**config.mk**
```make
export PLATFORM = sky130hd
export DESIGN_NAME = store_merge_ram
export DESIGN_NICKNAME = d
export VERILOG_FILES = /design/src/rtl/store_pkg.sv /design/src/rtl/byte_lane_merge.sv /design/src/rtl/store_merge_ram.sv
export SDC_FILE = /design/constraint.sdc
export NUM_CORES = 1
export LEC_CHECK = 0
export CAP_MARGIN = 20
export CORE_UTILIZATION = 24
export CTS_CLUSTER_DIAMETER = 120
export DETAILED_ROUTE_END_ITERATION = 7
export GPL_TIMING_DRIVEN = 0
export PLACE_DENSITY_LB_ADDON = 0.15
export RECOVER_POWER = 25
export SLEW_MARGIN = 30
export SYNTH_ARGS = -nofsm -noshare
export SYNTH_HDL_FRONTEND = slang
export SYNTH_SLANG_ARGS = --single-unit
```
**constraint.sdc**
```tcl
create_clock -name i_clk -period 5.6 [get_ports i_clk]
set_clock_uncertainty 0.15 [all_clocks]
set_input_delay 1.68 -clock i_clk [delete_from_list [all_inputs] [get_ports i_clk]]
set_output_delay 1.68 -clock i_clk [all_outputs]
set_load 0.01 [all_outputs]
```
**src/rtl/store_pkg.sv**
```systemverilog
// Shared encodings for the read-modify-write store path.
// Store sizes, FSM state type and the legality rule.
package store_pkg;

  typedef enum logic [1:0] {
    SZ_BYTE = 2'b00,
    SZ_HALF = 2'b01,
    SZ_WORD = 2'b10,
    SZ_ILL  = 2'b11
  } size_e;

  typedef enum logic [2:0] {
    IDLE,
    READ,
    MERGE,
    WRITE,
    ERR
  } state_e;

  function automatic logic is_legal(
    input logic [1:0] size,
    input logic [1:0] off
  );
    logic ok;
    ok = 1'b0;
    unique case (1'b1)
      size == SZ_BYTE: ok = 1'b1;
      size == SZ_HALF: ok = !off[0];
      size == SZ_WORD: ok = (off == 2'b00);
      default:         ok = 1'b0;
    endcase
    return ok;
  endfunction

endpackage

```
**src/rtl/byte_lane_merge.sv**
```systemverilog
// Inserts a right-aligned store value into the addressed lanes
// of an existing word; untouched lanes keep the old data.
module byte_lane_merge
  import store_pkg::*;
(
  input  logic [31:0] old_word,
  input  logic [31:0] data,
  input  logic [1:0]  size,
  input  logic [1:0]  offset,
  output logic [31:0] merged
);

  always_comb begin
    merged = old_word;
    unique case (1'b1)
      size == SZ_BYTE:
        merged[{offset, 3'b000} +: 8] = data[7:0];
      size == SZ_HALF:
        merged[{offset[1], 4'b0000} +: 16] = data[15:0];
      size == SZ_WORD:
        merged = data;
      default:
        merged = old_word;
    endcase
  end

endmodule

```
**src/rtl/store_merge_ram.sv**
```systemverilog
// Sub-word store unit over a word-only RAM: read, merge lanes,
// write back. Word stores skip the read; misaligned ones abort.
module store_merge_ram
  import store_pkg::*;
#(
  parameter int ADDR_W = 8
) (
  input  logic              i_clk,
  input  logic              i_rst_n,
  input  logic              i_store_req,
  input  logic [1:0]        i_store_size,
  input  logic [31:0]       i_addr,
  input  logic [31:0]       i_store_data,
  input  logic [31:0]       i_ram_rdata,
  output logic [ADDR_W-1:0] o_ram_addr,
  output logic              o_ram_we,
  output logic [31:0]       o_ram_wdata,
  output logic              o_busy,
  output logic              o_done,
  output logic              o_misaligned
);

  state_e state_q, state_d;

  logic [ADDR_W-1:0] addr_q;
  logic [1:0]        off_q;
  logic [1:0]        size_q;
  logic [31:0]       data_q;
  logic [31:0]       wdata_q;
  logic [31:0]       merged;
  logic              accept;

  // Byte-address bits above the RAM word range are don't-care.
  logic unused_addr_hi;
  assign unused_addr_hi = ^i_addr[31:ADDR_W+2];

  assign accept = (state_q == IDLE) && i_store_req;

  byte_lane_merge u_merge (
    .old_word (i_ram_rdata),
    .data     (data_q),
    .size     (size_q),
    .offset   (off_q),
    .merged   (merged)
  );

  always_comb begin
    state_d = state_q;
    unique case (state_q)
      IDLE: begin
        if (i_store_req) begin
          if (!is_legal(i_store_size, i_addr[1:0]))
            state_d = ERR;
          else if (i_store_size == SZ_WORD)
            state_d = WRITE;
          else
            state_d = READ;
        end
      end
      READ:    state_d = MERGE;
      MERGE:   state_d = WRITE;
      WRITE:   state_d = IDLE;
      ERR:     state_d = IDLE;
      default: state_d = IDLE;
    endcase
  end

  always_ff @(posedge i_clk or negedge i_rst_n) begin
    if (!i_rst_n) begin
      state_q <= IDLE;
      addr_q  <= '0;
      off_q   <= '0;
      size_q  <= '0;
      data_q  <= '0;
      wdata_q <= '0;
    end else begin
      state_q <= state_d;
      if (accept) begin
        addr_q  <= i_addr[ADDR_W+1:2];
        off_q   <= i_addr[1:0];
        size_q  <= i_store_size;
        data_q  <= i_store_data;
        // A word store writes its data as-is.
        wdata_q <= i_store_data;
      end else if (state_q == MERGE) begin
        wdata_q <= merged;
      end
    end
  end

  assign o_busy       = (state_q != IDLE);
  assign o_done       = (state_q == WRITE);
  assign o_ram_we     = (state_q == WRITE);
  assign o_misaligned = (state_q == ERR);
  assign o_ram_addr   = addr_q;
  assign o_ram_wdata  = o_ram_we ? wdata_q : 32'h0;

endmodule

```
# After elaboration in Yosys (flattened, before gate mapping)
# Index checks and enable logic that the tools add are counted.
word_totals:
  register_bits: 79
  inputBits: 101
  out_inout_bits: 44
  wordCells: 42
classes:
  add_sub_neg: 2
  eq_ne: 9
  n_shift: 4
  n_mux: 13
  reduce_logical: 8
ops:
  columns: ["operator", "n"]
  rows:
  - ["32-bit 2-to-1 mux", 3]
  - ["32-bit case mux with 3 select lines", 1]
  - ["32-bit bitwise mux", 2]
  - ["16-bit by 7-bit variable shift with 32-bit output, first input constant", 1]
  - ["8-bit by 7-bit variable shift with 32-bit output, first input constant", 1]
  - ["16-bit by 7-bit indexed part select with 32-bit output", 1]
  - ["8-bit by 7-bit indexed part select with 32-bit output", 1]
  - ["5-bit negator with 7-bit output", 2]
  - ["3-bit case mux with 3 select lines", 1]
  - ["3-bit by 2-bit equality test with 1-bit output, second input constant", 2]
  - ["2-bit zero test", 3]
  - ["3-bit 2-to-1 mux", 2]
  - ["2-bit by 1-bit equality test with 1-bit output, second input constant", 2]
  - ["2-bit equality test, second input constant", 2]
  - ["3-bit by 1-bit equality test with 1-bit output, second input constant", 1]
  - ["3-bit equality test, second input constant", 1]
  - ["3-bit zero test", 1]
  - ["1-bit case mux with 3 select lines", 1]
  - ["3-bit nonzero test", 1]
  - ["1-bit 2-to-1 mux", 2]
  - ["2-bit 2-to-1 mux", 1]
  - ["2-bit != test, second input constant", 1]
  - ["2-bit nonzero test", 1]
  - ["1-bit logical AND", 1]
  - ["1-bit zero test", 1]

# Longest topological paths before layout
logic_depth:
  ltp_word: 7
  ltp_mapped: 9
  depth_no_buf: 6

# Hierarchy
# Synthesis repeated with hierarchy kept, for this count alone.
unflattened:
  hier_cells: 506
  area_unflattened_um2: 4941.0
by_module_without_submodules:
  columns: ["module", "n_inst", "cells_each", "area_each_um2", "seq_area_each_um2"]
  rows:
  - ["store_merge_ram", 1, 324, 3666.0, 1976.9]
  - ["byte_lane_merge", 1, 182, 1275.0, 0.0]

# Least setup slack after synthesis
# Ideal clock, no wire load.
synth_path:
  path_type: "flip-flop to output port"
  from: "reg state_q[1]"
  to: "out o_ram_wdata[22]"
  arrival_time_ns: 1.183
  required_time_ns: 3.770
  slack_ns: 2.587
  stages_incl_launch_ff: 6
  path_buffers: 2
  path_cell_list: "dfrtp_1 > buf_4 > nand2_1 > nor2_1 > clkbuf_1 > and2_1"
synth_between:
  elab_chain_cells: 2
synth_lines:
  columns: ["item", "line", "text"]
  rows:
  - ["from (decl)", "store_merge_ram.sv:23", "state_e state_q, state_d;"]
  - ["from (signal assigned)", "store_merge_ram.sv:77", "state_q <= state_d;"]
  - ["3-bit by 2-bit equality test with 1-bit output", null, null]
  - ["net o_done", "store_merge_ram.sv:19", "output logic o_done,"]
  - ["32-bit 2-to-1 mux", "store_merge_ram.sv:96", "assign o_ram_wdata = o_ram_we ? wdata_q : 32'h0;"]
  - ["to (decl)", "store_merge_ram.sv:17", "output logic [31:0] o_ram_wdata,"]
# The timed path passes the listed nets, and every way through them passes these cells.

# Worst setup path after layout
layout_path:
  from: "reg state_q[1]"
  to: "out o_ram_wdata[15]"
layout_between:
  elab_chain_cells: 2
layout_lines:
  columns: ["item", "line", "text"]
  rows:
  - ["3-bit by 2-bit equality test with 1-bit output", "store_merge_ram.sv:93", "assign o_ram_we = (state_q == WRITE);"]
  - ["32-bit 2-to-1 mux", "store_merge_ram.sv:96", null]
# No other way between the ends.

==> results.json <==
{
  "status": "complete, but fails checks",
  "violations": "max-capacitance violations, max-slew violations",
  "rows": 50,
  "grt_first_pass_wirelength_um": 28300,
  "power_leakage_uw": 0.00278,
  "slew_headroom_pct": -2.64,
  "drc": 0,
  "io_buffers": 122,
  "cp_max_fo": 10,
  "dr.first_iter.drc_count": 340,
  "netlist_instances": 531,
  "grt_pass1_vias": 4820,
  "final_common_cell": "nand2_1",
  "path_clk_slew_ns": 0.06,
  "synthMuxAreaShare_pct": 6.98,
  "hpwl_um": 13500,
  "yosysUniqueCellTypes": 41,
  "die_area_mm2": 0.0203,
  "drtAntennaViolNets": 0,
  "ff_latch_area_mm2": 0.00198,
  "ios": 145,
  "antenna_cells": 0,
  "finalCritPeriodShare_pct": 77.7,
  "cp_data_required_time_ns": 3.77,
  "nNetsFinal": 771,
  "total_power_uw": 3720,
  "drt-vias-per-instance": 5.10,
  "fillerInstances": 2028,
  "drive_above_1_share_pct": 8.96,
  "synth_top_family_by_area": "compound AO/OA/AOI/OAI gates",
  "die_y_um": 142,
  "fin_crit_ns": 4.35,
  "rsz0062_at_grt": "no",
  "finalHoldViolations": 0,
  "cts_sinks": 79,
  "drv_cap": 1,
  "netlist_area_mm2": 0.00473,
  "cts_setup_buffers": 0,
  "synth_top_area_share_pct": 41.8,
  "yosys_most_used_dff": "dfrtp_1",
  "arrival_ns": 2.52,
  "min-delay-path-class": "flop to flop",
  "clockBufferDepth": 2,
  "multi_input_area_mm2": 0.00253,
  "cp-start-kind": "flop",
  "synthSimpleGateAreaFrac_pct": 19.2,
  "wl_um": 18700,
  "ctsHoldBuffers": 0,
  "post-route-cell-area_mm2": 0.00662,
  "ys_seq_elements": 79,
  "cts_made_buffers": 9,
  "finalSetupViolations": 0,
  "antenna_found_initial": 0,
  "ctsResizeCount": 0,
  "wl_per_cell_um": 20.1,
  "synthArstFlopShare_pct": 100,
  "synthToLayoutAreaGrowth_pct": 39.8,
  "grt_usage_pct": 18.9,
  "root_buffer": "clkbuf_16",
  "ys_top_cells_by_area": "dfrtp_1, nand2_1, and2_1",
  "core_mm2": 0.0190,
  "initial_core_util_pct": 24.9,
  "drtPass1Iterations": 5,
  "synth_nets": 637,
  "synth_xor_area_share_pct": 0,
  "final_cell_mix": "nand2_1, clkdlybuf4s50_1, dfrtp_1, and2_1, o21ai_0",
  "synth_edf_count": 0,
  "synth_compound_area_share_pct": 25.8,
  "peakVddDrop_mv": 0.217,
  "htree_levels": 3,
  "die_w_um": 142,
  "fmax_mhz": 230,
  "worst_slew_pin_slew_ns": 1.54,
  "power_density_mw_per_mm2": 563,
  "grt_max_degree": 57,
  "criticalPathCategory": "flop to primary output",
  "drv_slew": 57,
  "syn_avg_cell_area_um2": 8.91,
  "gp_congestion": 0.864,
  "vias": 4742,
  "synth.largest_area_cell": "dfrtp_1",
  "seq_area_frac_synth_pct": 41.8,
  "cts_tree": "done",
  "placed_area_mm2": 0.00632,
  "grt_overflow_total": 0,
  "yosys_warnings": 0,
  "clkLatencyLatePin_ns": 0.35,
  "end_kind": "primary output",
  "synthAdderAreaFrac_pct": 1.32
}
power by group:
group	leakage (uW)	total (uW)	internal, uW	switching, uW
Clock	0.000159	671	405	266
Combinational	0.00163	1960	863	1090
Sequential	0.000986	1090	843	252
Total	0.00278	3720	2110	1610
critical path, stage by stage, from the launching register on:
cell	delay, ns
dfrtp_1	0.32
buf_4	0.14
nand2_1	0.05
nor2_1	0.35
clkbuf_1	0.53
and2_1	0.24
clkdlybuf4s50_1	0.54
cell families after synthesis:
| logic type | Yosys count |
|---|---|
| multiplexers | 31 |
| buffers and inverters | 49 |
| flip-flops | 79 |
| AO/OA/AOI/OAI | 168 |
| adder cells (fa/ha/maj) | 5 |
| AND/OR/NAND/NOR | 199 |
metrics by stage:
| stage | setup slack (ns) | hold slack (ns) | cells | utilization, % | setup TNS, ns |
|---|---|---|---|---|---|
| floorplan | 2.59 | 0.296 | 531 | - | 0 |
| global placement | -0.348 | 0.310 | 913 | 33.0 | -27.07 |
| global route | 1.04 | 0.350 | 930 | 34.8 | 0 |
| finish | 1.25 | 0.331 | 930 | 34.8 | 0 |
| detailed placement | 1.53 | 0.312 | 914 | 33.2 | 0 |
| CTS | 1.14 | 0.334 | 930 | 34.9 | 0 |
cell type report:
cell class                      count  share of cell area, %
Sequential cell                    79                   29.9
Multi-Input combinational cell    403                   38.3
Buffer                             46                   3.31
Clock buffer                       10                   3.61
Clock inverter                      6                   1.36
Inverter                            3                  0.170
Tap cell                          260                   4.92
Timing Repair Buffer              123                   18.4
per-layer routing:
layer / share of wire (%) / track usage, %
met5: 0 / 0
met3: 7.9 / 4.34
met1: 44 / 25.2
met2: 46 / 29.8
met4: 2.1 / 6.56
sequential cells by signal, summed over array words and instances (netlist names):
signal	cells
data_q	32
wdata_q	32
o_ram_addr	8
state_q	3
off_q	2
size_q	2
path summary, 6_finish.rpt:
kind | from | endpoint | slack [ns] | cells after the start
worst min-delay path | o_ram_addr[0] | o_ram_addr[0] | 0.33 | 2
worst max register to register | off_q[1] | wdata_q[31] | 2.77 | 7
max in group asynchronous | i_rst_n | data_q[3] | 1.67 | 2
min in group asynchronous | i_rst_n | wdata_q[20] | 1.45 | 1
worst max-delay path | state_q[1] | o_ram_wdata[15] | 1.25 | 6
worst min register to register | o_ram_addr[0] | o_ram_addr[0] | 0.33 | 2
cells in the mapped netlist (all sizes together) (2+ instances only):
| library cell | count |
|---|---|
| a211o | 15 |
| a211oi | 3 |
| a21oi | 9 |
| a221o | 8 |
| a221oi | 22 |
| a222oi | 8 |
| a22oi | 16 |
| and2 | 34 |
| buf | 21 |
| clkbuf | 25 |
| dfrtp | 79 |
| ha | 5 |
| inv | 3 |
| mux2 | 16 |
| mux2i | 15 |
| nand2 | 141 |
| nand4 | 2 |
| nor2 | 7 |
| nor2b | 2 |
| nor3 | 4 |
| nor3b | 3 |
| nor4 | 2 |
| o211ai | 23 |
| o21a | 16 |
| o21ai | 43 |
Note: power is estimated with default switching activity, not from simulation.
